$ cat src/rtl/unary_scaled_add_if.sv
// rtl/unary_scaled_add_if.sv - control, bitstream inputs and selection outputs of the unary scaled adder
interface unary_scaled_add_if #(
  parameter int NUM_IN = 8
) ();
  localparam int SEL_W = $clog2(NUM_IN);

  logic              en;
  logic              clr;
  logic              mode;
  logic [NUM_IN-1:0] in;
  logic              out;
  logic              out_valid;
  logic [SEL_W-1:0]  sel_o;
  logic              wrap;

  modport master (
    output en, clr, mode, in,
    input  out, out_valid, sel_o, wrap
  );

  modport slave (
    input  en, clr, mode, in,
    output out, out_valid, sel_o, wrap
  );
endinterface

$ cat src/rtl/unary_scaled_add.sv
// rtl/unary_scaled_add.sv - N-input unary scaled adder, round-robin or bit-reversed selection
module unary_scaled_add #(
  parameter int NUM_IN    = 8,
  parameter int START_DLY = 1,
  parameter int DEF_MODE  = 1
) (
  input  logic                 clk,
  input  logic                 rst_n,
  unary_scaled_add_if.slave    bus
);
  localparam int SEL_W = $clog2(NUM_IN);
  localparam int DLY_W = (START_DLY > 0) ? $clog2(START_DLY + 1) : 1;
  localparam logic [DLY_W-1:0] DLY_MAX = DLY_W'(START_DLY);
  localparam logic [SEL_W-1:0] LAST    = SEL_W'(NUM_IN - 1);
  localparam logic [SEL_W:0]   NUM_EXT = (SEL_W + 1)'(NUM_IN);

  function automatic logic [SEL_W-1:0] rev(input logic [SEL_W-1:0] v);
    logic [SEL_W-1:0] r;
    for (int i = 0; i < SEL_W; i++) r[i] = v[SEL_W-1-i];
    return r;
  endfunction

  logic [SEL_W-1:0] c;
  logic [DLY_W-1:0] dly;
  logic             mode_q;
  logic             out_q;
  logic             out_valid_q;
  logic [SEL_W-1:0] sel_q;
  logic             wrap_q;

  logic [SEL_W-1:0] sel;
  logic [SEL_W-1:0] c_next;
  logic             wrap_next;
  logic [SEL_W:0]   n1;
  logic [SEL_W:0]   n2;

  // Bit-reversed mode walks c upward and skips counts whose reversal is out
  // of range; only odd counts can be invalid, so one skip always suffices.
  always_comb begin
    sel       = mode_q ? rev(c) : c;
    n1        = {1'b0, c} + (SEL_W + 1)'(1);
    n2        = {1'b0, c} + (SEL_W + 1)'(2);
    c_next    = n1[SEL_W-1:0];
    wrap_next = 1'b0;
    if (!mode_q) begin
      if (c == LAST) begin
        c_next    = '0;
        wrap_next = 1'b1;
      end
    end else if (n1[SEL_W]) begin
      c_next    = '0;
      wrap_next = 1'b1;
    end else if ({1'b0, rev(n1[SEL_W-1:0])} >= NUM_EXT) begin
      if (n2[SEL_W]) begin
        c_next    = '0;
        wrap_next = 1'b1;
      end else begin
        c_next = n2[SEL_W-1:0];
      end
    end
  end

  always_ff @(posedge clk or negedge rst_n) begin
    if (!rst_n) begin
      c           <= '0;
      dly         <= '0;
      mode_q      <= 1'(DEF_MODE);
      out_q       <= 1'b0;
      out_valid_q <= 1'b0;
      sel_q       <= '0;
      wrap_q      <= 1'b0;
    end else if (bus.clr) begin
      c           <= '0;
      dly         <= '0;
      mode_q      <= bus.mode;
      out_q       <= 1'b0;
      out_valid_q <= 1'b0;
      sel_q       <= '0;
      wrap_q      <= 1'b0;
    end else if (bus.en) begin
      if (dly != DLY_MAX) begin
        dly         <= dly + DLY_W'(1);
        out_valid_q <= 1'b0;
        wrap_q      <= 1'b0;
      end else begin
        out_q       <= bus.in[sel];
        sel_q       <= sel;
        out_valid_q <= 1'b1;
        wrap_q      <= wrap_next;
        c           <= c_next;
      end
    end else begin
      out_valid_q <= 1'b0;
      wrap_q      <= 1'b0;
    end
  end

  assign bus.out       = out_q;
  assign bus.out_valid = out_valid_q;
  assign bus.sel_o     = sel_q;
  assign bus.wrap      = wrap_q;
endmodule

$ cat src/flat_wrapper.sv
// flat-port wrapper written by rule: the top's interface ports become plain ports
module unary_scaled_add_flat 
#(
  parameter int NUM_IN    = 8,
  parameter int START_DLY = 1,
  parameter int DEF_MODE  = 1
)
  (clk, rst_n, bus_en, bus_clr, bus_mode, bus_in, bus_out, bus_out_valid, bus_sel_o, bus_wrap);
  unary_scaled_add_if #(.NUM_IN(NUM_IN)) bus_i ();
  input  logic clk;
  input  logic rst_n;
  input wire logic [$bits(bus_i.en)-1:0] bus_en;
  input wire logic [$bits(bus_i.clr)-1:0] bus_clr;
  input wire logic [$bits(bus_i.mode)-1:0] bus_mode;
  input wire logic [$bits(bus_i.in)-1:0] bus_in;
  output wire logic [$bits(bus_i.out)-1:0] bus_out;
  output wire logic [$bits(bus_i.out_valid)-1:0] bus_out_valid;
  output wire logic [$bits(bus_i.sel_o)-1:0] bus_sel_o;
  output wire logic [$bits(bus_i.wrap)-1:0] bus_wrap;
  assign bus_i.en = bus_en;
  assign bus_i.clr = bus_clr;
  assign bus_i.mode = bus_mode;
  assign bus_i.in = bus_in;
  assign bus_out = bus_i.out;
  assign bus_out_valid = bus_i.out_valid;
  assign bus_sel_o = bus_i.sel_o;
  assign bus_wrap = bus_i.wrap;
  unary_scaled_add #(.NUM_IN(NUM_IN), .START_DLY(START_DLY), .DEF_MODE(DEF_MODE)) u_core (.clk(clk), .rst_n(rst_n), .bus(bus_i));
endmodule
$ cat config.mk
export PLATFORM = sky130hd
export DESIGN_NAME = unary_scaled_add_flat
export DESIGN_NICKNAME = d
export VERILOG_FILES = /design/src/rtl/unary_scaled_add_if.sv /design/src/rtl/unary_scaled_add.sv /design/src/flat_wrapper.sv
export SDC_FILE = /design/constraint.sdc
export NUM_CORES = 1
export LEC_CHECK = 0
export BUFFER_PORTS_ARGS = -buffer_cell sky130_fd_sc_hd__buf_4
export CAP_MARGIN = 10
export CELL_PAD_IN_SITES_DETAIL_PLACEMENT = 1
export CELL_PAD_IN_SITES_GLOBAL_PLACEMENT = 2
export CORE_MARGIN = 1.5
export CORE_UTILIZATION = 32
export CTS_CLUSTER_DIAMETER = 40
export DETAILED_ROUTE_END_ITERATION = 8
export GPL_TIMING_DRIVEN = 1
export HOLD_SLACK_MARGIN = 0.05
export PLACE_DENSITY_LB_ADDON = 0.1
export SYNTH_ARGS = -nofsm -noshare
export SYNTH_HDL_FRONTEND = slang
export SYNTH_SLANG_ARGS = --single-unit
$ cat constraint.sdc
create_clock -name clk -period 3.39 [get_ports clk]
set_input_delay 0.678 -clock clk [delete_from_list [all_inputs] [get_ports clk]]
set_output_delay 0.678 -clock clk [all_outputs]
set_load 0.01 [all_outputs]
==> impl_metrics.json <==
{
  "status": "completed",
  "htree_levels": 1,
  "critical-path-top-delay-family": "flip-flops",
  "via_per_inst": 5.04,
  "fin_ws_ns": 1.86,
  "p_seq_frac": 0.523,
  "setup_violations": 0,
  "top_layer_used": "met4",
  "place.gp.congestion": 0.638,
  "synth_seq_cells": 11,
  "netlist_area_um2": 669,
  "final_util": 0.415,
  "drc": 0,
  "clkTransAtPathRegs_ns": 0.07,
  "met3_wirelength_um": 64,
  "syn_inst": 64,
  "hold_viol": 0,
  "yosys.area_share.simple": 0.260,
  "fmax_mhz": 653,
  "syn_avg_cell_area_um2": 10.5,
  "grt_max_degree": 14,
  "final.setup_skew_ns": 0.00336,
  "synthTopCellsByArea": "dfrtp_1 (37%), buf_6 (5.0%), mux2_2 (5.0%)",
  "async_reset_ff_frac": 1.00,
  "yosysSeqAreaShare": 0.413,
  "synthDistinctLibCells": 32,
  "yosysTopAreaCell": "dfrtp_1",
  "grt_pass1_wl_mm": 2.59,
  "critPathLaunchType": "flop",
  "synth_adder_area_share": 0.0374,
  "cts_buffers": 3,
  "intPower_w": 0.000207,
  "rows": 16,
  "met1_length_um": 678,
  "synth-edff-count": 0,
  "cts_sinks": 11,
  "pin_count": 19,
  "switchingPower_w": 0.0000748,
  "power_density_nw_per_um2": 346,
  "dieWidth_um": 48.7,
  "antenna_cells": 0,
  "cp.required_ns": 3.60,
  "comb_power_share": 0.149,
  "cp-end-kind": "flop",
  "drt-total-wl_mm": 1.52,
  "maxCapViolCount": 0,
  "power.clock.fraction": 0.328,
  "post-route-period-util": 0.452,
  "ys.flop_type": "dfrtp_1",
  "worst_pin_slew_ns": 0.437,
  "tritoncts": "yes",
  "yosysWarnings": 0,
  "crit_buf_inv": 0,
  "cts-root-buf": "clkbuf_4",
  "seq_area_um2": 277,
  "firstDrtPassIters": 3,
  "post-cts-setup-buffers": 0,
  "max_stage_delay_ns": 0.53,
  "slowest_stage": "dfrtp_1",
  "hp-class": "primary input to asynchronous set/reset pin",
  "swShare": 0.265,
  "crit_chain": "ha_1, ha_1, nand2b_1, nand2_1, mux2_2, nor2_1",
  "antenna_found_initial": 0,
  "synth_compound_area_frac": 0.129,
  "clock_latency_ns": 0.27,
  "crit_fanout": 13,
  "synth-xor-area-share": 0,
  "clock_path_buffers": 2,
  "area_growth_pct": 21.7,
  "core-area_um2": 1960,
  "antenna_left": 0,
  "cp_common_cell": "ha_1",
  "wl_per_cell_um": 14.2,
  "drive_gt1_frac": 0.350,
  "leakage_nw": 0.378,
  "drv_slew": 0,
  "multiInputGateArea_um2": 339,
  "syn-num-nets": 79,
  "dp_hpwl_mm": 1.12,
  "grt_pass1_vias": 559,
  "cts_hold_buf": 0,
  "synth_top_family_by_area": "simple AND/OR/NAND/NOR gates",
  "setup_tns_ns": 0,
  "max-slew-margin-rel": 0.709,
  "dp_slack_ns": 1.72,
  "cts_resized": 0,
  "gr-usage-all-layers": 0.148,
  "io_buffers": 18,
  "synth_most_common_cell": "dfrtp_1",
  "routed-wl-met2_um": 734,
  "fin_cells": 107,
  "synth_top_area_frac": 0.374,
  "ir_worst_vdd_uv": 250,
  "worstSetupPathType": "flop to flop",
  "initial_core_util": 0.341,
  "die-area_um2": 2380,
  "arrival_ns": 1.74,
  "dp_cells": 103,
  "muxShareOfSynthArea": 0.0804,
  "synth_common_cells": "dfrtp_1 (10), nand2_1 (7), nor2_1 (7)",
  "first_iter_violations": 6,
  "final.min_clock_period_ns": 1.53,
  "nNetsFinal": 96,
  "dr_total_vias": 539,
  "fp.dieH_um": 48.7,
  "rsz0062_at_grt": "false",
  "fillers": 240,
  "grt-ovfl-total": 0
}
-- area by class of cell --
type / count / area share
Multi-Input combinational cell: 46 / 0.416
Clock buffer: 4 / 0.0323
Timing Repair Buffer: 18 / 0.166
Tap cell: 27 / 0.0415
Sequential cell: 11 / 0.339
Inverter: 1 / 0.00461
-- path summary, 6_finish.rpt --
kind	startpoint	to	slack, ns	cells past startpoint
max	u_core.c[0]	u_core.c[0]	1.86	6
min	rst_n	u_core.dly	0.22	1
max reg2reg	u_core.c[0]	u_core.c[0]	1.86	6
min reg2reg	u_core.dly	u_core.dly	0.52	2
max in group asynchronous	rst_n	u_core.mode_q	2.94	1
min in group clk	u_core.dly	u_core.dly	0.52	2
-- per-stage QoR --
step           power [W]  hold WS [ns]  cell area (µm²)
6_report        0.000282         0.225              815
5_1_grt         0.000297         0.228              815
4_1_cts         0.000286         0.222              815
3_5_place_dp    0.000193         0.507              788
3_3_place_gp    0.000192         0.498              788
2_1_floorplan   0.000172         0.382              669
-- cell families after synthesis --
family | count (synthesis)
simple gates | 27
compound gates | 12
flops | 11
buf+inv | 7
mux | 5
fa+ha+maj | 2
-- power groups by stage --
stage	registers, W	logic [W]	clock network [W]
6_report	0.000147	0.0000421	0.0000924
5_1_grt	0.000149	0.0000467	0.000101
4_1_cts	0.000148	0.0000433	0.0000956
3_5_place_dp	0.000150	0.0000432	0
3_3_place_gp	0.000150	0.0000422	0
2_1_floorplan	0.000144	0.0000286	0
-- per-layer routing --
metal,GRT usage,vias up
met5,0,-
met4,0.100,0
met3,0.0340,4
met2,0.247,14
met1,0.169,255
li1,-,266
-- layout by cell type, fill, tap and decap left out, types with 2 or more instances in the layout --
cell type  count
clkbuf_4       3
nor2_1         7
o31ai_1        2
ha_1           2
a211oi_1       3
dfrtp_1       10
a21oi_1        3
mux2i_1        2
mux2_2         3
buf_4         18
nand2_1        7
-- state kept, by name, summed over array words and instances (netlist names) --
register	flops
u_core.mode_q	1
u_core.bus.out	1
u_core.bus.out_valid	1
u_core.dly	1
u_core.c	3
u_core.bus.sel_o	3
u_core.bus.wrap	1
No activity file was read; power rests on OpenSTA's default activity.
